===== src/rtl/multicycle_controller.sv =====
// Multicycle CPU control FSM: fetch/decode/execute sequencing with memory
// handshake waits, datapath strobes/selects, and a retired-instruction counter.
module multicycle_controller #(
  parameter int FUNCT_W  = 6,
  parameter int IMM_BIT  = 5,
  parameter int LOAD_BIT = 0,
  parameter int CNT_W    = 16
) (
  input  logic               clk,
  input  logic               rst,
  input  logic [1:0]         op,
  input  logic [FUNCT_W-1:0] funct,
  input  logic               mem_ready,
  output logic               pc_w,
  output logic               ir_w,
  output logic               reg_w,
  output logic               mem_w,
  output logic               branch,
  output logic               alu_op,
  output logic               adr_src,
  output logic [1:0]         alu_src_a,
  output logic [1:0]         alu_src_b,
  output logic [1:0]         result_src,
  output logic [1:0]         reg_src,
  output logic [3:0]         state,
  output logic               instr_done,
  output logic               illegal,
  output logic [CNT_W-1:0]   retired
);

  typedef enum logic [3:0] {
    S_FETCH    = 4'd0,
    S_DECODE   = 4'd1,
    S_MEMADR   = 4'd2,
    S_MEMREAD  = 4'd3,
    S_MEMWB    = 4'd4,
    S_MEMWRITE = 4'd5,
    S_EXECR    = 4'd6,
    S_EXECI    = 4'd7,
    S_ALUWB    = 4'd8,
    S_BRANCH   = 4'd9
  } state_t;

  state_t           r_state, w_next;
  logic [CNT_W-1:0] r_retired;
  logic             w_pc_w, w_ir_w, w_reg_w, w_mem_w, w_branch, w_alu_op, w_adr_src;
  logic [1:0]       w_alu_src_a, w_alu_src_b, w_result_src, w_reg_src;
  logic             w_done, w_illegal;
  logic             w_unused_funct;

  assign w_unused_funct = ^funct;

  always_comb begin
    w_next       = S_FETCH;
    w_pc_w       = 1'b0;
    w_ir_w       = 1'b0;
    w_reg_w      = 1'b0;
    w_mem_w      = 1'b0;
    w_branch     = 1'b0;
    w_alu_op     = 1'b0;
    w_adr_src    = 1'b0;
    w_alu_src_a  = 2'b00;
    w_alu_src_b  = 2'b00;
    w_result_src = 2'b00;
    w_reg_src    = 2'b00;
    w_done       = 1'b0;
    w_illegal    = 1'b0;
    case (r_state)
      S_FETCH: begin
        w_alu_src_b  = 2'b10;
        w_result_src = 2'b10;
        w_pc_w       = mem_ready;
        w_ir_w       = mem_ready;
        w_next       = mem_ready ? S_DECODE : S_FETCH;
      end
      S_DECODE: begin
        w_alu_src_b = 2'b10;
        case (op)
          2'b00:   w_next = funct[IMM_BIT] ? S_EXECI : S_EXECR;
          2'b01:   w_next = S_MEMADR;
          2'b10:   w_next = S_BRANCH;
          default: w_illegal = 1'b1;
        endcase
      end
      S_MEMADR: begin
        w_alu_src_a = 2'b01;
        w_alu_src_b = 2'b01;
        w_next      = funct[LOAD_BIT] ? S_MEMREAD : S_MEMWRITE;
      end
      S_MEMREAD: begin
        w_adr_src = 1'b1;
        w_next    = mem_ready ? S_MEMWB : S_MEMREAD;
      end
      S_MEMWB: begin
        w_result_src = 2'b01;
        w_reg_w      = 1'b1;
        w_done       = 1'b1;
      end
      S_MEMWRITE: begin
        w_adr_src = 1'b1;
        w_reg_src = 2'b10;
        w_mem_w   = 1'b1;
        w_done    = mem_ready;
        w_next    = mem_ready ? S_FETCH : S_MEMWRITE;
      end
      S_EXECR, S_EXECI: begin
        w_alu_src_a = 2'b01;
        w_alu_src_b = (r_state == S_EXECI) ? 2'b01 : 2'b00;
        w_alu_op    = 1'b1;
        w_next      = S_ALUWB;
      end
      S_ALUWB: begin
        w_reg_w = 1'b1;
        w_done  = 1'b1;
      end
      S_BRANCH: begin
        w_alu_src_a = 2'b01;
        w_alu_src_b = 2'b01;
        w_reg_src   = 2'b01;
        w_branch    = 1'b1;
        w_done      = 1'b1;
      end
      default: w_next = S_FETCH;
    endcase
  end

  always_ff @(posedge clk) begin
    if (rst) begin
      r_state   <= S_FETCH;
      r_retired <= '0;
    end else begin
      r_state <= w_next;
      if (w_done) r_retired <= r_retired + 1'b1;
    end
  end

  // Everything the datapath acts on is held off while reset is asserted.
  assign pc_w       = w_pc_w       & ~rst;
  assign ir_w       = w_ir_w       & ~rst;
  assign reg_w      = w_reg_w      & ~rst;
  assign mem_w      = w_mem_w      & ~rst;
  assign branch     = w_branch     & ~rst;
  assign alu_op     = w_alu_op     & ~rst;
  assign adr_src    = w_adr_src    & ~rst;
  assign alu_src_a  = rst ? 2'b00 : w_alu_src_a;
  assign alu_src_b  = rst ? 2'b00 : w_alu_src_b;
  assign result_src = rst ? 2'b00 : w_result_src;
  assign reg_src    = rst ? 2'b00 : w_reg_src;
  assign instr_done = w_done       & ~rst;
  assign illegal    = w_illegal    & ~rst;
  assign state      = r_state;
  assign retired    = r_retired;

endmodule

===== config.mk =====
export PLATFORM = sky130hd
export DESIGN_NAME = multicycle_controller
export DESIGN_NICKNAME = d
export VERILOG_FILES = /design/src/rtl/multicycle_controller.sv
export SDC_FILE = /design/constraint.sdc
export NUM_CORES = 1
export LEC_CHECK = 0
export CAP_MARGIN = 40
export CORE_ASPECT_RATIO = 1.5
export CORE_MARGIN = 2
export CORE_UTILIZATION = 46
export CTS_BUF_LIST = sky130_fd_sc_hd__clkbuf_16
export CTS_CLUSTER_DIAMETER = 100
export DETAILED_ROUTE_END_ITERATION = 16
export GPL_TIMING_DRIVEN = 0
export PLACE_DENSITY = 0.84
export SLEW_MARGIN = 10
export SYNTH_ARGS = -nofsm -noshare
export SYNTH_HDL_FRONTEND = slang
export SYNTH_SLANG_ARGS = --single-unit
export TNS_END_PERCENT = 100

===== constraint.sdc =====
create_clock -name clk -period 4.5 [get_ports clk]
set_input_delay 0.675 -clock clk [delete_from_list [all_inputs] [get_ports clk]]
set_output_delay 0.675 -clock clk [all_outputs]
set_load 0.03 [all_outputs]

Yosys cells after proc, flatten, opt, wreduce, memory -nomap -nowiden
Cells that the tools add are included.

Output and inout port bits: 37. Word-level logic and storage cells: 58. Register bits: 20.

Muxes and demuxes: 25. Bitwise operators: 9. Equal/unequal tests: 11. Add/subtract/negate cells: 1. Reductions and logical operators: 10.

Operators with widths (count): $pmux W4 S6 (1); $add A16 B1 Y16 const B (1); $eq A4 B3 Y1 const B (4); $mux W1 (12); $pmux W4 S3 (1); $reduce_or A2 Y1 (5); $mux W3 (3); $and A1 B1 Y1 (8); $eq A4 B2 Y1 const B (2); $eq A4 B4 Y1 const B (2); $mux W2 (4); $pmux W2 S2 (2); $pmux W2 S3 (1); $reduce_or A3 Y1 (2); $eq A4 B1 Y1 const B (1); $logic_not A4 Y1 (1); $reduce_or A4 Y1 (1); $eq A2 B1 Y1 const B (1); $eq A2 B2 Y1 const B (1); $logic_not A2 Y1 (1); $pmux W1 S2 (1); $not A1 Y1 (1).

Depth between registers and ports, before layout
Gate-level depths: netlist of the first run.

Depth after elaboration: 5. Mapped depth: 7. Gate-level depth less buffers: 4.

Worst setup path before layout of the first run
OpenSTA, ideal clock, no wires.

Kind: register to output. Start: register r_state[3], in the netlist state[3]. End: output reg_w. Path slack: 1.445 ns. Data arrival time: 2.380 ns. Path buffers: 1. Stages on the path, launching flop included: 4. Cells stage by stage: dfxtp_1 -> buf_2 -> nand2b_4 -> a2111oi_0.

Longest elaborated chain between the ends: 4. Elaborated cells between the ends (all ways): 5. Those cells by class: eq/ne: 2; mux: 1; bitwise: 1; reduce/logical: 1.

RTL lines: start: declaration (line 44) `state_t r_state, w_next;`; start signal: assignment (line 132) `r_state <= w_next;`; $eq A4 B4 Y1 / $eq A4 B3 Y1 (equally long branches) (line 68) `case (r_state)`; $reduce_or A2 Y1 (no line) *; $mux W1 * (line 68); $and A1 B1 Y1 * (line 140) `assign reg_w = w_reg_w & ~rst;`; end: declaration (line 16) `output logic reg_w,`.

Mark *: on every way between the ends. The rest lies on a longest branch, timed or not.

Final worst setup path of the first run
Start: input mem_ready. End: output instr_done.

Longest elaborated chain between the ends: 2.

RTL lines: start: declaration (line 13) `input logic mem_ready,`; $pmux W1 S2 (line 68); $and A1 B1 Y1 (line 149) `assign instr_done = w_done & ~rst;`; end: declaration (line 26) `output logic instr_done,`.

Every way passes these cells.

==> impl_metrics.env, run 1 <==
export IMPL_status="finished clean"
export IMPL_start_kind="input pin"
export IMPL_cts_root_buf="clkbuf_16"
export IMPL_post_cts_buffers=0
export IMPL_synthCells=155
export IMPL_gp_congestion=0.8689
export IMPL_portBuffers=42
export IMPL_endpoint_kind="primary output"
export IMPL_regToRegSetupSlack_ps=2710
export IMPL_ir_worst_vdd_uv=254.0
export IMPL_synth_ff_type="dfxtp_1"
export IMPL_clkPwrFrac_pct=39.4
export IMPL_antenna_found_initial=0
export IMPL_rows=23
export IMPL_hold_buffers=0
export IMPL_rr_worst_depth=5
export IMPL_fill_cells=215
export IMPL_hpwl_mm=2.768
export IMPL_cts_tree="built"
export IMPL_path_class="input pin to primary output"
export IMPL_endpoint="instr_done"
export IMPL_timing_hold_ws_ps=493.7
export IMPL_min_period_ps=3558
export IMPL_p_sw_share_pct=26.72
export IMPL_netlist_area_um2=1229
export IMPL_synthTopCellsByArea="dfxtp_1, a21oi_1, o31ai_1, or4_1, o21ai_0"
export IMPL_crit_start="mem_ready"
export IMPL_synth_area_mux_share_pct=2.546
export IMPL_grt_pass1_wl_mm=5.961
export IMPL_yosysTopAreaCellShare_pct=32.59
export IMPL_p_int_uw=332.2
export IMPL_period_share_pct=79.06
export IMPL_area_growth_pct=44.09
export IMPL_ant_nets=0
export IMPL_viasPerCell=6.025
export IMPL_initialDrtViolationCount=42
export IMPL_grt_overflow=0
export IMPL_cts_made_buffers=3
export IMPL_synth_xor_area_share_pct=0.7128
export IMPL_die_w_um=46.20
export IMPL_reg2reg_to="retired[15]"
export IMPL_yosys_area_share_simple_pct=32.28
export IMPL_combPwrFrac_pct=20.0
export IMPL_cts_max_path_buffers=2
export IMPL_wire_per_inst_um=15.41
export IMPL_synth_seq_cells=20
export IMPL_drive_gt1_share_pct=8.500
export IMPL_arrival_ps=2880
export IMPL_clock_fmax_mhz=281.1
export IMPL_synth_top_cell_by_area="dfxtp_1"
export IMPL_grt_max_degree=11
export IMPL_clock_skew_ps=2.519
export IMPL_synth_top_family_by_area="simple AND/OR/NAND/NOR gates"
export IMPL_yosys_warnings=0
export IMPL_rsz0062_at_grt="false"
export IMPL_design_die_area_um2=3109
export IMPL_syn_num_nets=167
export IMPL_synth_cell_types=40
export IMPL_path_clk_slew_ps=50
export IMPL_dpl_cell_count=234
export IMPL_nets=214
export IMPL_fp_coreArea_um2=2619
export IMPL_num_vias=1428
export IMPL_track_usage_pct=25.15
export IMPL_start_util_pct=46.92
export IMPL_syn_area_per_cell_um2=7.927
export IMPL_layout_setup_ws_ps=942.4
export IMPL_grt_pass1_vias=1438
export IMPL_die_h_um=67.30
export IMPL_setup_violations=0
export IMPL_num_io_pins=48
export IMPL_worstPathRequired_ps=3830
export IMPL_reg2reg_from="state[2]"
export IMPL_utilization_pct=67.61
export IMPL_switchingPower_uw=121.1
export IMPL_drc=0
export IMPL_finalHoldViolCount=0
export IMPL_holdCritPathClass="register to register"
export IMPL_diodes=0
export IMPL_synthAdderAreaFrac_pct=1.018
export IMPL_cts_resized=0
export IMPL_synth_compound_area_share_pct=22.51
export IMPL_first_pass_iters=4
export IMPL_synth_edff_count=0
export IMPL_slew_viol_final=0
export IMPL_setup_tns_ps=0
export IMPL_seq_area_frac_synth_pct=32.59
export IMPL_async_reset_ff_share_pct=0
export IMPL_cts_htree_levels=1
export IMPL_p_per_area_nw_per_um2=256.0
export IMPL_p_seq_share_pct=40.6
export IMPL_p_leak_nw=0.5648
export IMPL_drv_cap=0
export IMPL_clkLatencyLatePin_ps=250
export IMPL_cts_sinks=20
export IMPL_pre_cts_slack_ps=993.9
export IMPL_wl_mm=3.653
export IMPL_final_cells=237
export IMPL_cp_max_fo=10
power groups by stage:
stage	registers, mW	clock network, mW	logic (mW)
finish	0.184	0.179	0.0907
global route	0.184	0.188	0.0959
CTS	0.184	0.180	0.0900
detailed placement	0.188	0	0.0894
global placement	0.188	0	0.0872
floorplan	0.192	0	0.0498
placed cells by master (no fill, tap or decap), types with 6 or more instances in the layout:
cell             Yosys  layout
clkdlybuf4s50_1      0      42
dfxtp_1             20      20
a21oi_1             18      18
nor2_1               9       9
o31ai_1              9       9
or4_1                9       9
o21ai_0              8       8
clkbuf_1             6       6
nor4_1               6       6
layout make-up:
type | count | area, um2 | share of cell area (%)
Multi-Input combinational cell | 115 | 729.5 | 41.20
Inverter | 5 | 18.77 | 1.060
Timing Repair Buffer | 42 | 420.4 | 23.75
Sequential cell | 20 | 400.4 | 22.61
Tap cell | 37 | 46.29 | 2.615
Clock buffer | 3 | 75.07 | 4.240
Buffer | 15 | 80.08 | 4.523
per-stage QoR:
step / instance area (um2) / power [mW]
after global placement: 1695 / 0.2747
after detailed placement: 1695 / 0.2771
after global routing: 1770 / 0.4684
after floorplan: 1229 / 0.2423
final: 1770 / 0.4533
after CTS: 1770 / 0.4536
cell usage after synthesis (all sizes together), types with 5 or more instances:
| cell type | number |
|---|---|
| o21ai | 8 |
| nand2 | 5 |
| o31ai | 9 |
| clkbuf | 6 |
| nor4 | 6 |
| nand4 | 5 |
| nand3 | 6 |
| or4 | 9 |
| buf | 9 |
| nor3 | 5 |
| a21oi | 18 |
| inv | 5 |
| dfxtp | 20 |
| nor2 | 9 |
metal layers:
layer	track usage (%)	vias up	share of wire [%]
met4	13.57	0	1.9
met1	27.09	661	39
met3	2.139	10	5.5
met5	0	-	0
met2	45.83	81	54
li1	-	676	-
state kept, by name, summed over array words and instances (netlist names):
signal,flops
state,4
retired,16
worst max-delay path, cell delays in order:
cell and delay [ps]:
clkdlybuf4s50_1 590, nor2b_1 90, o21a_2 240, buf_6 150
clkbuf_1 220, nor3_1 200, clkdlybuf4s50_1 710
logic make-up after synthesis:
family                   Yosys count
other                              1
adder cells (fa/ha/maj)            1
multiplexers                       3
AO/OA/AOI/OAI                     44
flip-flops                        20
XOR/XNOR                           1
AND/OR/NAND/NOR                   65
buffers and inverters             20
worst min path at each step:
| stage | startpoint | endpoint | slack (ps) | cells past startpoint |
|---|---|---|---|---|
| 2_1_floorplan | retired[2] | retired[2] | 610 | 2 |
| 3_3_place_gp | retired[6] | retired[6] | 470 | 2 |
| 3_5_place_dp | retired[6] | retired[6] | 490 | 2 |
| 4_1_cts | retired[6] | retired[6] | 500 | 2 |
| 5_1_grt | retired[2] | retired[2] | 530 | 2 |
| 6_report | retired[12] | retired[12] | 490 | 2 |
Note: power is estimated with default switching activity, not from simulation.
==> run 2, diff against run 1 <==
--- a/config.mk
+++ b/config.mk
@@ -8,12 +8,12 @@
 export CAP_MARGIN = 40
 export CORE_ASPECT_RATIO = 1.5
 export CORE_MARGIN = 2
-export CORE_UTILIZATION = 46
+export CORE_UTILIZATION = 39
 export CTS_BUF_LIST = sky130_fd_sc_hd__clkbuf_16
 export CTS_CLUSTER_DIAMETER = 100
 export DETAILED_ROUTE_END_ITERATION = 16
 export GPL_TIMING_DRIVEN = 0
-export PLACE_DENSITY = 0.84
+export PLACE_DENSITY = 0.76
 export SLEW_MARGIN = 10
 export SYNTH_ARGS = -nofsm -noshare
 export SYNTH_HDL_FRONTEND = slang
==> constraint.sdc (replaced) <==
create_clock -name clk -period 2.95 [get_ports clk]
set_input_delay 0.4425 -clock clk [delete_from_list [all_inputs] [get_ports clk]]
set_output_delay 0.4425 -clock clk [all_outputs]
set_load 0.03 [all_outputs]
==> impl_metrics.env, run 2 (synthesis gave the netlist of run 1 again) <==
export IMPL_gp_congestion=0.8229
export IMPL_rows=25
export IMPL_drv_cap=0
export IMPL_min_period_ps=2811
export IMPL_rsz0062_at_grt="false"
export IMPL_cts_root_buf="clkbuf_16"
export IMPL_cts_tree="built"
export IMPL_total_power_uw=696.2
export IMPL_die_w_um=49.83
export IMPL_path_clk_slew_ps=50
export IMPL_clkLatencyLatePin_ps=250
export IMPL_layout_commonest_cell="clkdlybuf4s50_1"
export IMPL_holdCritPathClass="register to register"
export IMPL_setup_tns_ps=0
export IMPL_final_cells=241
export IMPL_final_cell_mix="clkdlybuf4s50_1, dfxtp_1, a21oi_1"
export IMPL_finalHoldViolCount=0
export IMPL_layout_setup_ws_ps=139.2
export IMPL_drive_gt1_share_pct=8.955
export IMPL_largest_register_ffs=16
export IMPL_cts_made_buffers=3
export IMPL_area_growth_pct=44.71
export IMPL_p_leak_nw=0.5740
export IMPL_endpoint_kind="primary output"
export IMPL_place_area_um2=1699
export IMPL_first_pass_iters=4
export IMPL_utilization_pct=58.00
export IMPL_design_die_area_um2=3625
export IMPL_worstPathRequired_ps=2510
export IMPL_pre_cts_slack_ps=-73.58
export IMPL_dpl_cell_count=237
export IMPL_viasPerCell=5.809
export IMPL_drc=0
export IMPL_track_usage_pct=20.82
export IMPL_slew_viol_final=0
export IMPL_cts_sinks=20
export IMPL_cts_htree_levels=1
export IMPL_arrival_ps=2370
export IMPL_status="finished clean"
export IMPL_wl_mm=3.545
export IMPL_portBuffers=42
export IMPL_wire_per_inst_um=14.71
export IMPL_path_class="input pin to primary output"
export IMPL_cp_max_fo=10
export IMPL_ant_nets=0
export IMPL_period_share_pct=95.28
export IMPL_initialDrtViolationCount=80
export IMPL_design_area_um2=1778
export IMPL_die_h_um=72.75
export IMPL_nets=214
export IMPL_num_vias=1400
export IMPL_clock_fmax_mhz=355.8
export IMPL_ir_worst_vdd_uv=315.2
export IMPL_timing_hold_ws_ps=497.2
export IMPL_grt_pass1_wl_mm=6.106
export IMPL_num_io_pins=48
export IMPL_setup_violations=0
export IMPL_clock_skew_ps=2.292
export IMPL_hpwl_mm=2.731
export IMPL_grt_pass1_vias=1480
export IMPL_grt_max_degree=12
export IMPL_diodes=0
export IMPL_fp_coreArea_um2=3065
export IMPL_start_util_pct=40.08
export IMPL_regToRegSetupSlack_ps=1180
export IMPL_cts_max_path_buffers=2
export IMPL_p_per_area_nw_per_um2=391.6
export IMPL_start_kind="input pin"
export IMPL_grt_overflow=0
export IMPL_antenna_found_initial=0
-- run 2: critical path: stages --
cell	delay, ps
clkdlybuf4s50_1	570
clkbuf_1	360
clkbuf_2	320
nor2_1	90
clkdlybuf4s50_1	590
-- run 2: path summary, 6_finish.rpt --
| kind | start | end | cells after the start |
|---|---|---|---|
| min reg2reg | retired[2] | retired[2] | 2 |
| max reg2reg | state[2] | retired[15] | 5 |
| max | rst | alu_src_b[0] | 5 |
| min | retired[2] | retired[2] | 2 |
-- run 2: power by group --
| part | total (mW) | internal (mW) | switching (mW) |
|---|---|---|---|
| combinational | 0.135 | 0.0533 | 0.0822 |
| clock | 0.280 | 0.181 | 0.0993 |
| sequential | 0.281 | 0.275 | 0.00623 |
| total | 0.696 | 0.508 | 0.188 |
-- run 2: layout make-up --
type | instances | area (um2)
fillers | 313 | 1287
plain buffers | 15 | 81.33
clock buffers | 3 | 75.07
multi-input cells | 115 | 729.5
inverters | 5 | 18.77
clock inverters | 1 | 3.754
repair buffers | 42 | 419.2
well taps | 40 | 50.05
flip-flops and latches | 20 | 400.4
-- run 2: what timing repair did --
| action | in CTS | in global routing |
|---|---|---|
| hold buffers | 0 | 0 |
| resized for setup | 2 | 0 |
| buffers inserted | 0 | 0 |
| setup endpoints to repair | 4 | 0 |
-- run 2: routing by layer --
| layer | vias up | global-route usage (%) | part of all wire, % |
|---|---|---|---|
| li1 | 681 | - | - |
| met1 | 654 | 20.74 | 39 |
| met2 | 55 | 40.59 | 53 |
| met3 | 10 | 3.279 | 5.5 |
| met4 | 0 | 10.49 | 2.2 |
| met5 | - | 0 | 0 |
==> run 3, diff against run 2 <==
--- a/config.mk
+++ b/config.mk
@@ -14,6 +14,7 @@
 export DETAILED_ROUTE_END_ITERATION = 16
 export GPL_TIMING_DRIVEN = 0
 export PLACE_DENSITY = 0.76
+export REMOVE_ABC_BUFFERS = 1
 export SLEW_MARGIN = 10
 export SYNTH_ARGS = -nofsm -noshare
 export SYNTH_HDL_FRONTEND = slang
==> impl_metrics.env, run 3 (synthesis gave the netlist of run 1 again) <==
export IMPL_antenna_found_initial=0
export IMPL_drive_gt1_share_pct=6.952
export IMPL_area_growth_pct=43.18
export IMPL_portBuffers=42
export IMPL_relSlewSlack_pct=65.61
export IMPL_diodes=0
export IMPL_hold_buffers=0
export IMPL_cts_max_path_buffers=2
export IMPL_clock_skew_ps=4.892
export IMPL_cts_htree_levels=1
export IMPL_holdCritPathClass="register to register"
export IMPL_p_leak_nw=0.5706
export IMPL_min_period_ps=2817
export IMPL_endpoint_kind="primary output"
export IMPL_setup_violations=0
export IMPL_cts_sinks=20
export IMPL_grt_overflow=0
export IMPL_num_io_pins=48
export IMPL_gp_congestion=0.7644
export IMPL_nets=200
export IMPL_largest_register_ffs=16
export IMPL_fill_cells=301
export IMPL_worst_pin_slew_ps=515.1
export IMPL_cts_root_buf="clkbuf_16"
export IMPL_wire_per_inst_um=15.29
export IMPL_finalHoldViolCount=0
export IMPL_status="finished clean"
export IMPL_drc=0
export IMPL_die_w_um=49.83
export IMPL_cpMostUsedCell="clkdlybuf4s50_1"
export IMPL_rows=25
export IMPL_viasPerCell=6.022
export IMPL_drv_cap=0
export IMPL_arrival_ps=2370
export IMPL_slew_viol_final=0
export IMPL_cts_tree="built"
export IMPL_setup_tns_ps=0
export IMPL_p_per_area_nw_per_um2=443.1
export IMPL_ir_worst_vdd_uv=285.4
export IMPL_period_share_pct=95.49
export IMPL_num_vias=1367
export IMPL_die_h_um=72.75
export IMPL_start_kind="input pin"
export IMPL_ant_nets=0
export IMPL_first_pass_iters=4
export IMPL_layout_commonest_cell="clkdlybuf4s50_1"
export IMPL_clock_fmax_mhz=355.0
export IMPL_initialDrtViolationCount=34
export IMPL_post_cts_buffers=0
export IMPL_grt_pass1_vias=1354
export IMPL_clkLatencyLatePin_ps=250
export IMPL_final_cell_mix="clkdlybuf4s50_1, a21oi_1, dfxtp_1"
export IMPL_grt_max_degree=33
export IMPL_path_clk_slew_ps=50
export IMPL_wl_mm=3.471
export IMPL_design_die_area_um2=3625
export IMPL_cts_made_buffers=3
export IMPL_hpwl_mm=2.401
export IMPL_grt_pass1_wl_mm=5.906
export IMPL_utilization_pct=57.39
export IMPL_rsz0062_at_grt="false"
export IMPL_critical_path_max_stage_delay_ps=740
export IMPL_cp_slowest_cell="clkdlybuf4s50_1"
export IMPL_cts_resized=0
export IMPL_cp_max_fo=26
export IMPL_start_util_pct=40.08
export IMPL_worstPathRequired_ps=2510
export IMPL_path_class="input pin to primary output"
export IMPL_fp_coreArea_um2=3065
export IMPL_track_usage_pct=20.21
export IMPL_path_cells="clkdlybuf4s50_1, buf_16, nor4b_1, clkdlybuf4s50_1"
-- run 3: final timing paths --
path	startpoint	to	slack, ps	cells after the start
min reg2reg	retired[2]	retired[2]	490	2
min	retired[2]	retired[2]	490	2
max	rst	adr_src	130	4
max reg2reg	state[3]	retired[15]	910	4
-- run 3: critical path: cells and delay by family --
kind | cells | cell delay, ps
and+or+nand+nor | 1 | 350
buffers and inverters | 3 | 1570
-- run 3: metrics by stage --
step / setup WS (ps) / hold WS, ps / total power [mW] / cell area [um2] / std cells
2_1_floorplan: 16.03 / 511.6 / 0.3565 / 1149 / 140
3_3_place_gp: -213.2 / 468.6 / 0.4070 / 1619 / 222
3_5_place_dp: 86.78 / 488.5 / 0.4135 / 1647 / 223
4_1_cts: 54.88 / 495.1 / 0.7801 / 1752 / 227
5_1_grt: 19.98 / 550.7 / 0.8002 / 1759 / 227
6_report: 133.2 / 487.8 / 0.7794 / 1759 / 227
-- run 3: power breakdown --
part	total [mW]	switching [mW]	leakage, nW	internal, mW
logic	0.117	0.0682	0.357	0.0493
clock network	0.370	0.101	0.0511	0.269
registers	0.291	0.0165	0.162	0.275
-- run 3: layout make-up --
type                       count  area, um2  share of cell area [%]
sequential                    20      402.9                   22.90
tap                           40      50.05                   2.845
timing repair buffer          43      452.9                   25.75
clock inverter                 1      30.03                   1.707
multi-input combinational    115      729.5                   41.47
inverter                       5      18.77                   1.067
clock buffer                   3      75.07                   4.267
-- run 3: routing by layer --
metal	vias up	global-route usage, %	share of wire [%]
met4	0	8.025	2.2
met2	62	38.07	51
li1	650	-	-
met5	-	0	0
met1	645	22.25	41
met3	10	3.074	5.1
